[config.mk]
export PLATFORM = sky130hd
export DESIGN_NAME = dtcm_arbiter
export DESIGN_NICKNAME = d
export VERILOG_FILES = /design/src/rtl/dtcm_arb_pkg.sv /design/src/rtl/dtcm_arb_rr.sv /design/src/rtl/dtcm_arbiter.sv
export SDC_FILE = /design/constraint.sdc
export NUM_CORES = 1
export LEC_CHECK = 0
export CELL_PAD_IN_SITES_DETAIL_PLACEMENT = 2
export CELL_PAD_IN_SITES_GLOBAL_PLACEMENT = 2
export CORE_MARGIN = 2
export CORE_UTILIZATION = 11
export CTS_BUF_LIST = sky130_fd_sc_hd__clkbuf_16
export CTS_CLUSTER_DIAMETER = 60
export DETAILED_ROUTE_END_ITERATION = 6
export GPL_ROUTABILITY_DRIVEN = 0
export PLACE_DENSITY_LB_ADDON = 0.1
export SLEW_MARGIN = 20
export SYNTH_ARGS = -nofsm -noshare
export SYNTH_HDL_FRONTEND = slang
export SYNTH_SLANG_ARGS = --single-unit
export TNS_END_PERCENT = 50
[constraint.sdc]
create_clock -name clk -period 4.6 [get_ports clk]
set_input_delay 0.69 -clock clk [delete_from_list [all_inputs] [get_ports clk]]
set_output_delay 0.69 -clock clk [all_outputs]
set_load 0.03 [all_outputs]
[src/rtl/dtcm_arb_pkg.sv]
// dtcm_arb_pkg: widths, port ids and lock-state encoding
// shared by the two-port dtcm arbiter.
package dtcm_arb_pkg;

  localparam int DEF_ADDR_W   = 9;
  localparam int DEF_DATA_W   = 32;
  localparam int DEF_BE_W     = DEF_DATA_W / 8;
  localparam int DEF_LOCK_MAX = 16;

  localparam logic PORT_M0 = 1'b0;
  localparam logic PORT_M1 = 1'b1;

  typedef enum logic [1:0] {
    UNLOCKED = 2'd0,
    LOCKED0  = 2'd1,
    LOCKED1  = 2'd2
  } lock_state_e;

endpackage

[src/rtl/dtcm_arb_rr.sv]
// dtcm_arb_rr: two-way round-robin pick plus the
// last-granted-port register.
module dtcm_arb_rr
  import dtcm_arb_pkg::*;
(
  input  logic       clk,
  input  logic       rst_n,
  input  logic [1:0] req,
  output logic [1:0] gnt
);

  logic last_q;
  logic last_d;

  always_comb begin
    gnt = 2'b00;
    unique case (req)
      2'b01:   gnt = 2'b01;
      2'b10:   gnt = 2'b10;
      2'b11:   gnt = (last_q == PORT_M1) ? 2'b01 : 2'b10;
      default: gnt = 2'b00;
    endcase
    if (!rst_n) gnt = 2'b00;
    last_d = last_q;
    if (gnt[0]) last_d = PORT_M0;
    if (gnt[1]) last_d = PORT_M1;
  end

  always_ff @(posedge clk or negedge rst_n) begin
    if (!rst_n) last_q <= PORT_M1;
    else        last_q <= last_d;
  end

endmodule

[src/rtl/dtcm_arbiter.sv]
// dtcm_arbiter: shares one single-port dtcm between the CPU
// data port (m0) and the DMA port (m1), with RMW locking.
module dtcm_arbiter
  import dtcm_arb_pkg::*;
#(
  parameter int ADDR_W   = DEF_ADDR_W,
  parameter int DATA_W   = DEF_DATA_W,
  parameter int BE_W     = DEF_BE_W,
  parameter int LOCK_MAX = DEF_LOCK_MAX
) (
  input  logic              clk,
  input  logic              rst_n,
  input  logic              m0_req,
  input  logic              m0_we,
  input  logic [ADDR_W-1:0] m0_addr,
  input  logic [DATA_W-1:0] m0_wdata,
  input  logic [BE_W-1:0]   m0_be,
  input  logic              m0_lock,
  output logic              m0_gnt,
  output logic              m0_rvalid,
  output logic [DATA_W-1:0] m0_rdata,
  input  logic              m1_req,
  input  logic              m1_we,
  input  logic [ADDR_W-1:0] m1_addr,
  input  logic [DATA_W-1:0] m1_wdata,
  input  logic [BE_W-1:0]   m1_be,
  input  logic              m1_lock,
  output logic              m1_gnt,
  output logic              m1_rvalid,
  output logic [DATA_W-1:0] m1_rdata,
  output logic [ADDR_W-1:0] ram_addr,
  output logic [DATA_W-1:0] ram_wr_data,
  output logic              ram_wr_en,
  output logic [BE_W-1:0]   ram_wr_byte_en,
  input  logic [DATA_W-1:0] ram_rd_data
);

  localparam int CNT_W = $clog2(LOCK_MAX + 1);
  localparam logic [CNT_W-1:0] CNT_MAX = CNT_W'(LOCK_MAX);

  lock_state_e      st_q, st_d;
  logic [CNT_W-1:0] cnt_q, cnt_d;
  logic [1:0]       rvalid_q, rvalid_d;
  logic [1:0]       req_v;
  logic [1:0]       gnt;
  logic             rel0, rel1;

  // A lock owner masks the other port out of arbitration.
  always_comb begin
    req_v = {m1_req, m0_req};
    unique case (st_q)
      LOCKED0: req_v = {1'b0, m0_req};
      LOCKED1: req_v = {m1_req, 1'b0};
      default: req_v = {m1_req, m0_req};
    endcase
  end

  dtcm_arb_rr u_rr (
    .clk   (clk),
    .rst_n (rst_n),
    .req   (req_v),
    .gnt   (gnt)
  );

  assign m0_gnt = gnt[0];
  assign m1_gnt = gnt[1];

  assign rel0 = (cnt_q >= CNT_MAX)
             || (gnt[0] && !m0_lock)
             || (!m0_req && !m0_lock);
  assign rel1 = (cnt_q >= CNT_MAX)
             || (gnt[1] && !m1_lock)
             || (!m1_req && !m1_lock);

  always_comb begin
    st_d  = st_q;
    cnt_d = cnt_q;
    unique case (st_q)
      UNLOCKED: begin
        if (gnt[0] && m0_lock) begin
          st_d  = LOCKED0;
          cnt_d = CNT_W'(1);
        end else if (gnt[1] && m1_lock) begin
          st_d  = LOCKED1;
          cnt_d = CNT_W'(1);
        end
      end
      LOCKED0: begin
        if (rel0) begin
          st_d  = UNLOCKED;
          cnt_d = '0;
        end else if (cnt_q != CNT_MAX) begin
          cnt_d = cnt_q + CNT_W'(1);
        end
      end
      LOCKED1: begin
        if (rel1) begin
          st_d  = UNLOCKED;
          cnt_d = '0;
        end else if (cnt_q != CNT_MAX) begin
          cnt_d = cnt_q + CNT_W'(1);
        end
      end
      default: begin
        st_d  = UNLOCKED;
        cnt_d = '0;
      end
    endcase
  end

  always_comb begin
    ram_addr       = '0;
    ram_wr_data    = '0;
    ram_wr_byte_en = '0;
    ram_wr_en      = 1'b0;
    if (gnt[0]) begin
      ram_addr       = m0_addr;
      ram_wr_data    = m0_wdata;
      ram_wr_byte_en = m0_be;
      ram_wr_en      = m0_we;
    end else if (gnt[1]) begin
      ram_addr       = m1_addr;
      ram_wr_data    = m1_wdata;
      ram_wr_byte_en = m1_be;
      ram_wr_en      = m1_we;
    end
  end

  assign rvalid_d = {gnt[1] & ~m1_we, gnt[0] & ~m0_we};

  always_ff @(posedge clk or negedge rst_n) begin
    if (!rst_n) begin
      st_q     <= UNLOCKED;
      cnt_q    <= '0;
      rvalid_q <= '0;
    end else begin
      st_q     <= st_d;
      cnt_q    <= cnt_d;
      rvalid_q <= rvalid_d;
    end
  end

  assign m0_rvalid = rvalid_q[0];
  assign m1_rvalid = rvalid_q[1];
  assign m0_rdata  = ram_rd_data;
  assign m1_rdata  = ram_rd_data;

endmodule
=== Word-level counts from Yosys, hierarchy flattened ===
Cells that the tools add are included.

* $add $sub $neg: 1
* $lt $le $gt $ge: 1
* Eq/ne operators: 9
* Muxes and demuxes: 25
* Bitwise gates (word level): 4
* Reduce and logical (&&, ||, !) cells: 17

{| class="wikitable"
|+ Operator list
! operator !! number
|-
| $mux W32 || 2
|-
| $mux W5 || 5
|-
| $mux W9 || 2
|-
| $pmux W5 S3 || 1
|-
| $mux W2 || 6
|-
| $pmux W2 S3 || 2
|-
| $mux W4 || 2
|-
| $eq A2 B2 Y1 const B || 3
|-
| $logic_and A1 B1 Y1 || 6
|-
| $add A5 B1 Y5 const B || 1
|-
| $ge A5 B5 Y1 const B || 1
|-
| $ne A5 B5 Y1 const B || 1
|-
| $eq A2 B1 Y1 const B || 2
|-
| $logic_not A1 Y1 || 4
|-
| $logic_or A1 B1 Y1 || 4
|-
| $mux W1 || 4
|-
| $ne A2 B2 Y1 const B || 2
|-
| $pmux W2 S2 || 1
|-
| $ne A3 B3 Y1 const B || 1
|-
| $reduce_and A3 Y1 || 1
|-
| $and A1 B1 Y1 || 2
|-
| $logic_not A2 Y1 || 1
|-
| $not A1 Y1 || 2
|-
| $reduce_bool A2 Y1 || 1
|}

* Register bits after elaboration: 10
* Input bits: 130

=== Depth between registers and ports, before layout ===
Gate-level depths: netlist of the first run.

* Depth in word-level cells: 10
* Mapped depth: 9
* Depth with buffers taken out: 7

=== Cells and area by module ===
Synthesis of the first run repeated with hierarchy kept, for this count alone.

* Cells, all modules: 188
* Area total of the unflattened synthesis: 1616.6 um^2

{| class="wikitable"
|+ By module, submodules not included
! module !! times used !! cells each !! area each (um^2) !! seq. area each (um^2)
|-
| dtcm_arbiter || 1 || 179 || 1546.5 || 225.2
|-
| dtcm_arb_rr || 1 || 9 || 70.1 || 26.3
|}

=== Worst setup path after synthesis of the first run ===
Ideal clock, no wire load.

* Path type: register to output
* Start: reg st_q[0]
* End: out ram_addr[0]
* Arrival: 2.043 ns
* Data required time: 3.910 ns
* Slack: 1.867 ns
* Stages on the path, launching flop included: 8
* Buffers on the path: 1
* Cells stage by stage: dfrtp_1 > inv_1 > ha_1 > nand2b_1 > nand2_1 > nor2_1 > buf_1 > a22o_1

* Longest elaborated chain between the ends: 7
* Elaborated cells between the ends (all ways): 10
* Those cells by class: eq/ne (5); mux (5)

{| class="wikitable"
|+ Ends and longest elaborated chain
! item !! line !! text
|-
| from (decl) || dtcm_arbiter.sv:41 || <nowiki>lock_state_e st_q, st_d;</nowiki>
|-
| from (signal assigned) || dtcm_arbiter.sv:137 || <nowiki>st_q <= st_d;</nowiki>
|-
| $eq A2 B2 Y1 or $eq A2 B1 Y1 (tied branches) || dtcm_arbiter.sv:51 || <nowiki>unique case (st_q)</nowiki>
|-
| $pmux W2 S2 (*) || dtcm_arbiter.sv:51 ||
|-
| $eq A2 B2 Y1 or $eq A2 B1 Y1 (tied branches) || dtcm_arb_rr.sv:17 || <nowiki>unique case (req)</nowiki>
|-
| $pmux W2 S3 (*) || dtcm_arb_rr.sv:17 ||
|-
| $mux W2 (*) || dtcm_arb_rr.sv:23 || <nowiki>if (!rst_n) gnt = 2'b00;</nowiki>
|-
| via m1_gnt || dtcm_arbiter.sv:28 || <nowiki>output logic m1_gnt,</nowiki>
|-
| $mux W9 (*) || dtcm_arbiter.sv:121 || <nowiki>end else if (gnt[1]) begin</nowiki>
|-
| $mux W9 (*) || dtcm_arbiter.sv:116 || <nowiki>if (gnt[0]) begin</nowiki>
|-
| to (decl) || dtcm_arbiter.sv:31 || <nowiki>output logic [ADDR_W-1:0] ram_addr,</nowiki>
|}

The timed path passes the listed nets; every way through them passes the cells marked *.

=== Worst setup path after layout of the first run ===
* Start: in rst_n
* End: out ram_wr_data[21]

* Longest elaborated chain between the ends: 3

{| class="wikitable"
|+ Ends and longest elaborated chain
! item !! line !! text
|-
| from (decl) || dtcm_arbiter.sv:12 || <nowiki>input logic rst_n,</nowiki>
|-
| $mux W2 (*) || dtcm_arb_rr.sv:23 ||
|-
| $mux W32 || dtcm_arbiter.sv:121 ||
|-
| $mux W32 (*) || dtcm_arbiter.sv:116 ||
|-
| to (decl) || dtcm_arbiter.sv:32 || <nowiki>output logic [DATA_W-1:0] ram_wr_data,</nowiki>
|}

Mark *: on every way between the ends. The rest lies on a longest branch, timed or not.

==> run summary, run 1 <==
DRT iter0 DRCs -> 45
Final setup violation count -> 0
Syn_nets -> 330
H-Tree Depth -> 1
Drt pass-1 iters -> 4
Fmax -> 270 MHz
CTS tree -> built
DR WL/cell -> 16.7 um
Number of library cell types mapped by synthesis -> 37
Crit-path most repeated cell -> clkdlybuf4s50_1
CTS Root Buffer Type -> clkbuf_16
Worst endpoint data arrival time -> 3010 ps
WP buf/inv -> 3
Switch share -> 0.475
Starting Density -> 0.112
Number of flops mapped to enable cells by yosys -> 0
Register share of total power -> 0.110
First-pass GRT wire length -> 11.4 mm
DIE AREA -> 15800 um^2
Vias per Instance -> 3.82
Max FO, Critical Path -> 39
Area contributors post-synth -> buf_4 (30%), a22o_1 (25%), dfrtp_1 (14%), ha_1 (4.6%), nand2_1 (2.1%)
Area grow syn2layout -> 81.7%
RR Endpoint -> cnt_q[2]
Min cycle time layout -> 3700 ps
Vias in the first global route -> 1849
Hold EP -> u_rr.last_q
Worst R2R Path Depth -> 8
Pint -> 0.700 mW
ANT cells -> 0
Period utilization -> 0.805
FFs w/ async S/R, synth -> 1.00
Post-Syn Instances -> 194
Final-report max-slew violation count -> 0
Port bufs -> 147
Reg2reg start -> st_q[0]
Post-route design area -> 2960 um^2
Post-route ant nets -> 0
Setup crit end kind -> output pin
Pleak -> 1.11 nW
Worst Tran Pin Value -> 412 ps
Estimated wirelength of the detail-placed design -> 6.21 mm
Hold Startpoint -> u_rr.last_q
Pwr per Cell Area -> 451 nW/um^2
PostCTS Resize Cnt -> 0
Total grt overflow -> 0
Yosys warns -> 0
Kind of critical path -> in -> out
Seq/Total Area, Yosys -> 0.155
Psw -> 0.633 mW
Largest net degree at the start of global routing -> 49
Critical path's largest stage delay -> 720 ps
I/O Pins -> 244
R2R setup slack -> 2080 ps
Crit start category -> primary input
Clk_lat worst skew -> 230 ps
Layout Utilization -> 0.204
Placed insts -> 454
Final hold vios -> 0
Num rows -> 44
Num CTS Buffers -> 3
Core outline area -> 14500 um^2
Antenna violations before repair -> 0
Cell Chain, Critical Path -> clkdlybuf4s50_1 > nand2_1 > nor2_4 > buf_12 > a22o_1 > clkdlybuf4s50_1
Seq cells post-synth -> 10
Overall Power -> 1.33 mW
Fill cells -> 1642
CTS hold repair buffers -> 0
CP top delay family -> buffers and inverters
Combinational power share -> 0.773
Post-Syn Area per Cell -> 8.38 um^2
Max stage delay cell, worst path -> clkdlybuf4s50_1
Die Y -> 126 um
Final worst slack -> 896 ps
Nets@finish -> 411
Hold slack -> 550 ps
Area leader, netlist -> buf_4
Routed via count -> 1748
Post-synth top area share -> 0.295
Residual DRC -> 0
Post-Place Worst Slack -> 778 ps
Status -> finished clean
Layout cell share with drive strength beyond 1 -> 0.0547
WP data required -> 3910 ps
Synth Cell Area -> 1630 um^2
Fin Setup TNS -> 0 ps
Non-Filler Instances -> 458
Maxcap violations -> 0
DP Area -> 2880 um^2
RSZ-0062 raised after global routing -> no
Peak VDD IR -> 99.7 uV
Synth Flop Type -> dfrtp_1
Clock tree sinks -> 10
Clk network pwr share -> 0.117
Worst-path clk slew -> 40 ps
Worst-case clock buffer depth -> 2
Slew HR -> 0.724
Overall Global Routing Usage -> 0.0911
Hold crit path type -> reg -> reg
Die W -> 126 um
Post-CTS setup buffers -> 0
Worst hold stages -> 1
WL final -> 7.63 mm
Clock Skews -> 0.593 ps
==> power by group through the flow <==
| stage | clock network [mW] | registers [mW] | logic (mW) |
|---|---|---|---|
| 2_1_floorplan | 0 | 0.143 | 0.705 |
| 3_3_place_gp | 0 | 0.150 | 1.05 |
| 3_5_place_dp | 0 | 0.148 | 1.05 |
| 4_1_cts | 0.159 | 0.148 | 1.05 |
| 5_1_grt | 0.167 | 0.153 | 1.11 |
| 6_report | 0.156 | 0.147 | 1.03 |
==> cells in the mapped netlist (3+ instances only) <==
library cell	instances
clkbuf_1	4
buf_1	4
a22o_1	46
nor2_1	4
dfrtp_1	9
nand2_1	9
buf_2	3
buf_4	64
inv_1	8
nand3_1	3
ha_1	6
==> routing by layer <==
metal	track usage	wire length (um)
met5	0	0
met4	0.0346	207
met3	0.0261	672
met1	0.106	3050
met2	0.157	3700
==> cell usage in the layout, fill, tap and decap left out <==
| master | instances |
|---|---|
| nor2_4 | 1 |
| a211oi_1 | 1 |
| a31oi_1 | 1 |
| a311oi_1 | 2 |
| nor2b_1 | 1 |
| clkbuf_16 | 3 |
| a21o_1 | 1 |
| o211ai_2 | 1 |
| and3_1 | 1 |
| or3_1 | 2 |
| ha_1 | 6 |
| o22a_1 | 1 |
| o21ai_0 | 2 |
| or4b_1 | 1 |
| a2111oi_4 | 1 |
| nor2b_4 | 1 |
| nor3_1 | 2 |
| a22o_1 | 46 |
| nor2_1 | 3 |
| buf_4 | 2 |
| o31ai_1 | 2 |
| dfstp_2 | 1 |
| a2bb2oi_1 | 1 |
| clkdlybuf4s50_1 | 147 |
| o2bb2ai_1 | 2 |
| o41ai_1 | 1 |
| and2b_4 | 1 |
| or4_1 | 1 |
| nand2b_1 | 2 |
| or3_4 | 1 |
| a32o_1 | 1 |
| buf_12 | 2 |
| a21oi_4 | 1 |
| nand2_1 | 9 |
| dfrtp_1 | 9 |
| clkinv_1 | 1 |
| inv_1 | 8 |
| o21bai_1 | 2 |
| nand3_1 | 3 |
==> worst register-to-register path, delay by kind of cell (launching register included) <==
kind / cells / cell delay [ps]
and+or+nand+nor: 2 / 740
AOI/OAI and AO/OA: 3 / 690
DFF: 1 / 410
adders and majority gates: 1 / 320
buffers and inverters: 2 / 280
==> state kept, by name, indices dropped and copies added (netlist names) <==
| name | cells |
|---|---|
| st_q | 2 |
| cnt_q | 5 |
| u_rr.last_q | 1 |
| rvalid_q | 2 |
==> final cells by class <==
type | instances | area (um^2) | share of cell area
repair buffers | 151 | 1530 | 0.517
multi-input cells | 101 | 838 | 0.284
flip-flops and latches | 10 | 251 | 0.0851
well taps | 184 | 230 | 0.0779
clock buffers | 3 | 75.1 | 0.0254
inverters | 8 | 30.0 | 0.0102
clock inverters | 1 | 3.75 | 0.00127
==> cells by family (layout without fill, tap and decap cells) <==
logic type                 count (synthesis)  in the layout  share of synthesized area
AOI/OAI and AO/OA                         66             66                      0.357
adders and majority gates                  6              6                     0.0462
buffers and inverters                     83            163                      0.342
DFF                                       10             10                      0.155
and+or+nand+nor                           29             29                      0.101
==> worst max path at each step <==
| stage | from | to | slack (ps) | cells after the start |
|---|---|---|---|---|
| after floorplan | st_q[0] | ram_addr[0] | 1870 | 7 |
| after global placement | rst_n | ram_wr_en | 840 | 6 |
| after detailed placement | rst_n | ram_wr_en | 780 | 6 |
| after CTS | rst_n | ram_wr_en | 780 | 6 |
| after global routing | rst_n | ram_wr_en | 680 | 6 |
| final | rst_n | ram_wr_data[21] | 900 | 6 |
Note: power is estimated with default switching activity, not from simulation.
==> run 2: changes to the inputs <==
- CORE_UTILIZATION: 11 -> 10
- clock period: 4.6 -> 3.1 ns (I/O delays scaled with it)
==> run summary, run 2 (synthesis results as in run 1) <==
H-Tree Depth -> 1
Clk_lat worst skew -> 240 ps
Routed via count -> 1700
Die Y -> 132 um
Overall Global Routing Usage -> 0.0834
Largest net degree at the start of global routing -> 49
Port bufs -> 147
Pleak -> 1.20 nW
Nets@finish -> 412
Max FFs per register -> 5
ANT cells -> 0
Die W -> 132 um
CTS tree -> built
Residual DRC -> 0
RSZ-0062 raised after global routing -> no
Biggest regs -> cnt_q x5, rvalid_q x2, st_q x2
Status -> finished clean
Kind of critical path -> reg -> out
Area grow syn2layout -> 76.5%
Layout cell share with drive strength beyond 1 -> 0.233
Fill cells -> 1846
Crit-path most repeated cell -> buf_4
Final setup violation count -> 0
Pwr per Cell Area -> 671 nW/um^2
WP buf/inv -> 3
Final hold vios -> 0
Max FO, Critical Path -> 28
Placed insts -> 487
Post-CTS setup buffers -> 0
Non-Filler Instances -> 491
WP data required -> 2630 ps
Setup crit end kind -> output pin
WL final -> 7.57 mm
Worst endpoint data arrival time -> 2310 ps
Peak VDD IR -> 151 uV
Vias in the first global route -> 1902
Total grt overflow -> 0
Min cycle time layout -> 2770 ps
Maxcap violations -> 0
Critical path's largest stage delay -> 380 ps
Worst-path clk slew -> 50 ps
CP top delay family -> buffers and inverters
Starting Density -> 0.102
Vias per Instance -> 3.46
Max stage delay cell, worst path -> dfrtp_1
First-pass GRT wire length -> 11.5 mm
Estimated wirelength of the detail-placed design -> 6.08 mm
Drt pass-1 iters -> 3
Core outline area -> 15900 um^2
CTS hold repair buffers -> 0
Num CTS Buffers -> 3
DR WL/cell -> 15.4 um
Cell Chain, Critical Path -> inv_1 > ha_1 > nand2b_1 > nand2_1 > nor2_4 > buf_4 > a22o_1 > buf_4
DIE AREA -> 17300 um^2
Hold slack -> 547 ps
Most flop-heavy register -> cnt_q
Commonest cells after routing, fill and taps aside -> clkdlybuf4s50_1 (99), buf_4 (52), a22o_1 (46)
Hold crit path type -> reg -> reg
PostCTS Resize Cnt -> 0
Post-route ant nets -> 0
Num rows -> 46
I/O Pins -> 244
Clock tree sinks -> 10
CTS Root Buffer Type -> clkbuf_16
Crit start category -> flop
Fin Setup TNS -> 0 ps
Final-report max-slew violation count -> 0
Antenna violations before repair -> 0
Worst Tran Pin Value -> 364 ps
Commonest non-fill, non-tap cell in the layout -> clkdlybuf4s50_1
Clock Skews -> 1.56 ps
Slew HR -> 0.756
DRT iter0 DRCs -> 31
Worst-case clock buffer depth -> 2
Fmax -> 361 MHz
Period utilization -> 0.894
==> run 2: cell types whose count changed in the layout (fill, tap and decap cells not counted), sizes merged <==
cell,before,now
clkinv,1,0
clkdlybuf4s50,147,99
buf,4,53
inv,8,9
==> run 2: path summary, 6_finish.rpt <==
path | start | to | slack, ps | depth (start not counted)
max | st_q[1] | ram_wr_data[21] | 330 | 8
min | cnt_q[1] | cnt_q[1] | 550 | 2
max reg2reg | st_q[1] | cnt_q[2] | 620 | 8
min reg2reg | cnt_q[1] | cnt_q[1] | 550 | 2
max in group asynchronous | rst_n | rvalid_q[1] | 2200 | 2
min in group asynchronous | rst_n | u_rr.last_q | 710 | 1
==> run 2: stage by stage <==
stage	instance area [um^2]	util	setup slack, ps	power [mW]
2_1_floorplan	1630	-	592	1.26
3_3_place_gp	2790	0.176	420	1.73
3_5_place_dp	2790	0.176	435	1.72
4_1_cts	2870	0.181	291	1.96
5_1_grt	2870	0.181	106	2.07
6_report	2870	0.181	328	1.93
==> run 2: per-layer routing <==
layer	global-route usage	vias to the layer above	share of wire
met4	0.0223	0	0.015
met5	0	-	0
li1	-	811	-
met1	0.0996	786	0.43
met3	0.0266	11	0.089
met2	0.144	92	0.46
==> run 2: worst register-to-register path: stages (launching register included) <==
cell and delay [ps]:
dfrtp_1 380, inv_1 100, ha_1 330, nand2b_1 210
a2111oi_4 440, a311oi_1 100, buf_4 190, or4b_1 510
o2bb2ai_1 160
==> run 2: area by class of cell <==
cell class	instances	area (um^2)	share of cell area
Timing Repair Buffer	152	1400	0.488
Multi-Input combinational cell	101	838	0.292
Tap cell	216	270	0.0942
Sequential cell	10	251	0.0876
Clock buffer	3	75.1	0.0262
Inverter	8	30.0	0.0105
Clock inverter	1	3.75	0.00131
==> run 2: power by group <==
group          switching [mW]  internal (mW)  total [mW]
logic                   0.847          0.626        1.47
clock network          0.0678          0.170       0.238
registers              0.0433          0.173       0.216
total                   0.958          0.969        1.93
==> run 3: changes to the inputs <==
- REMOVE_ABC_BUFFERS: not set -> 1
==> run summary, run 3 (synthesis results as in run 1) <==
Max stage delay cell, worst path -> dfrtp_1
Area grow syn2layout -> 79.5%
Hold slack -> 545 ps
Antenna violations before repair -> 0
Worst hold stages -> 2
Die Y -> 132 um
Worst-case clock buffer depth -> 2
Final hold vios -> 0
Max Used Layer -> met5
Setup crit end kind -> output pin
Worst R2R Path Depth -> 8
Stages on worst setup path -> 8
First-pass GRT wire length -> 15.0 mm
Max FFs per register -> 5
Min cycle time layout -> 2750 ps
Port bufs -> 147
DP Area -> 2840 um^2
Num rows -> 46
CTS tree -> built
M1 WL -> 4.01 mm
ANT cells -> 0
Overall Power -> 1.96 mW
Worst Tran Pin Value -> 358 ps
WP buf/inv -> 3
Clock Skews -> 3.16 ps
Cell Chain, Critical Path -> inv_1 > ha_1 > nand2b_1 > nand2_1 > nor2_4 > buf_12 > a22o_1 > buf_4
Routed via count -> 1893
Period utilization -> 0.887
Commonest non-fill, non-tap cell in the layout -> clkdlybuf4s50_1
Area taken by multi-input logic gates -> 838 um^2
Routed wl met2 -> 4.26 mm
Biggest regs -> cnt_q x5, rvalid_q x2, st_q x2
Nets@finish -> 412
Drt pass-1 iters -> 4
Estimated wirelength of the detail-placed design -> 8.82 mm
Worst-path clk slew -> 40 ps
Post-route ant nets -> 0
Register Area -> 251 um^2
CTS Root Buffer Type -> clkbuf_16
I/O Pins -> 244
Num CTS Buffers -> 3
DIE AREA -> 17300 um^2
Layout Utilization -> 0.184
WL final -> 10.5 mm
Max FO, Critical Path -> 48
CTS hold repair buffers -> 0
Met3 WL -> 2.04 mm
Slew HR -> 0.760
Commonest cells after routing, fill and taps aside -> clkdlybuf4s50_1 (99), buf_4 (48), a22o_1 (46)
CP top delay family -> simple AND/OR/NAND/NOR gates
Kind of critical path -> reg -> out
Total grt overflow -> 0
Fill cells -> 1889
DRT iter0 DRCs -> 39
PostCTS Resize Cnt -> 0
Clk_lat worst skew -> 240 ps
Core outline area -> 15900 um^2
Critical path's largest stage delay -> 400 ps
Worst endpoint data arrival time -> 2290 ps
Crit start category -> flop
Die W -> 132 um
RSZ-0062 raised after global routing -> no
Post-CTS setup buffers -> 0
DR WL/cell -> 21.3 um
WP data required -> 2630 ps
Status -> finished clean
Largest net degree at the start of global routing -> 49
Pwr per Cell Area -> 672 nW/um^2
Final-report max-slew violation count -> 0
Pleak -> 1.21 nW
Maxcap violations -> 0
Residual DRC -> 0
H-Tree Depth -> 1
Starting Density -> 0.102
Clock tree sinks -> 10
Final setup violation count -> 0
Fmax -> 364 MHz
Peak VDD IR -> 189 uV
Most flop-heavy register -> cnt_q
Post-route design area -> 2920 um^2
Overall Global Routing Usage -> 0.116
Layout cell share with drive strength beyond 1 -> 0.233
Hold crit path type -> reg -> reg
Vias in the first global route -> 2196
Vias per Instance -> 3.86
==> run 3: cell counts in the layout (fill, tap and decap cells not counted) <==
Identical to the previous run, type by type.
==> run 3: stage by stage <==
stage	std cells	worst slack [ps]	setup TNS [ps]
4_1_cts	491	272	0
5_1_grt	491	132	0
3_5_place_dp	487	478	0
3_3_place_gp	487	468	0
2_1_floorplan	119	-1030	-48360
6_report	491	349	0
==> run 3: final cells by class <==
class / count / share of cell area
timing repair buffer: 152 / 0.497
inverter: 8 / 0.0103
multi-input combinational: 101 / 0.287
tap: 216 / 0.0925
clock buffer: 3 / 0.0257
clock inverter: 1 / 0.00129
sequential: 10 / 0.0861
==> run 3: power breakdown <==
part	leakage, nW	total, mW	internal, mW	switching (mW)
clock network	0.0423	0.229	0.169	0.0600
logic	1.04	1.52	0.658	0.858
registers	0.131	0.217	0.173	0.0440
total	1.21	1.96	1.00	0.962
==> run 3: worst register-to-register path: stages (launching register included) <==
cell       delay (ps)
dfrtp_1           400
inv_1              80
ha_1              320
nand2b_1          210
a2111oi_4         410
a311oi_1           90
buf_4             190
or4b_1            500
o2bb2ai_1         150
==> run 3: routing by layer <==
metal / vias up / GRT usage
met3: 6 / 0.104
met1: 902 / 0.128
met5: - / 0.0643
met2: 174 / 0.168
met4: 4 / 0.00845
li1: 807 / -
==> run 3: worst paths after layout <==
| check | slack (ps) | end | startpoint |
|---|---|---|---|
| worst max-delay path | 350 | ram_wr_data[8] | st_q[0] |
| worst min-delay path | 550 | cnt_q[1] | cnt_q[1] |
| worst max register to register | 670 | cnt_q[2] | st_q[0] |
| worst min register to register | 550 | cnt_q[1] | cnt_q[1] |
| max in group asynchronous | 2290 | u_rr.last_q | rst_n |
| min in group asynchronous | 620 | rvalid_q[1] | rst_n |
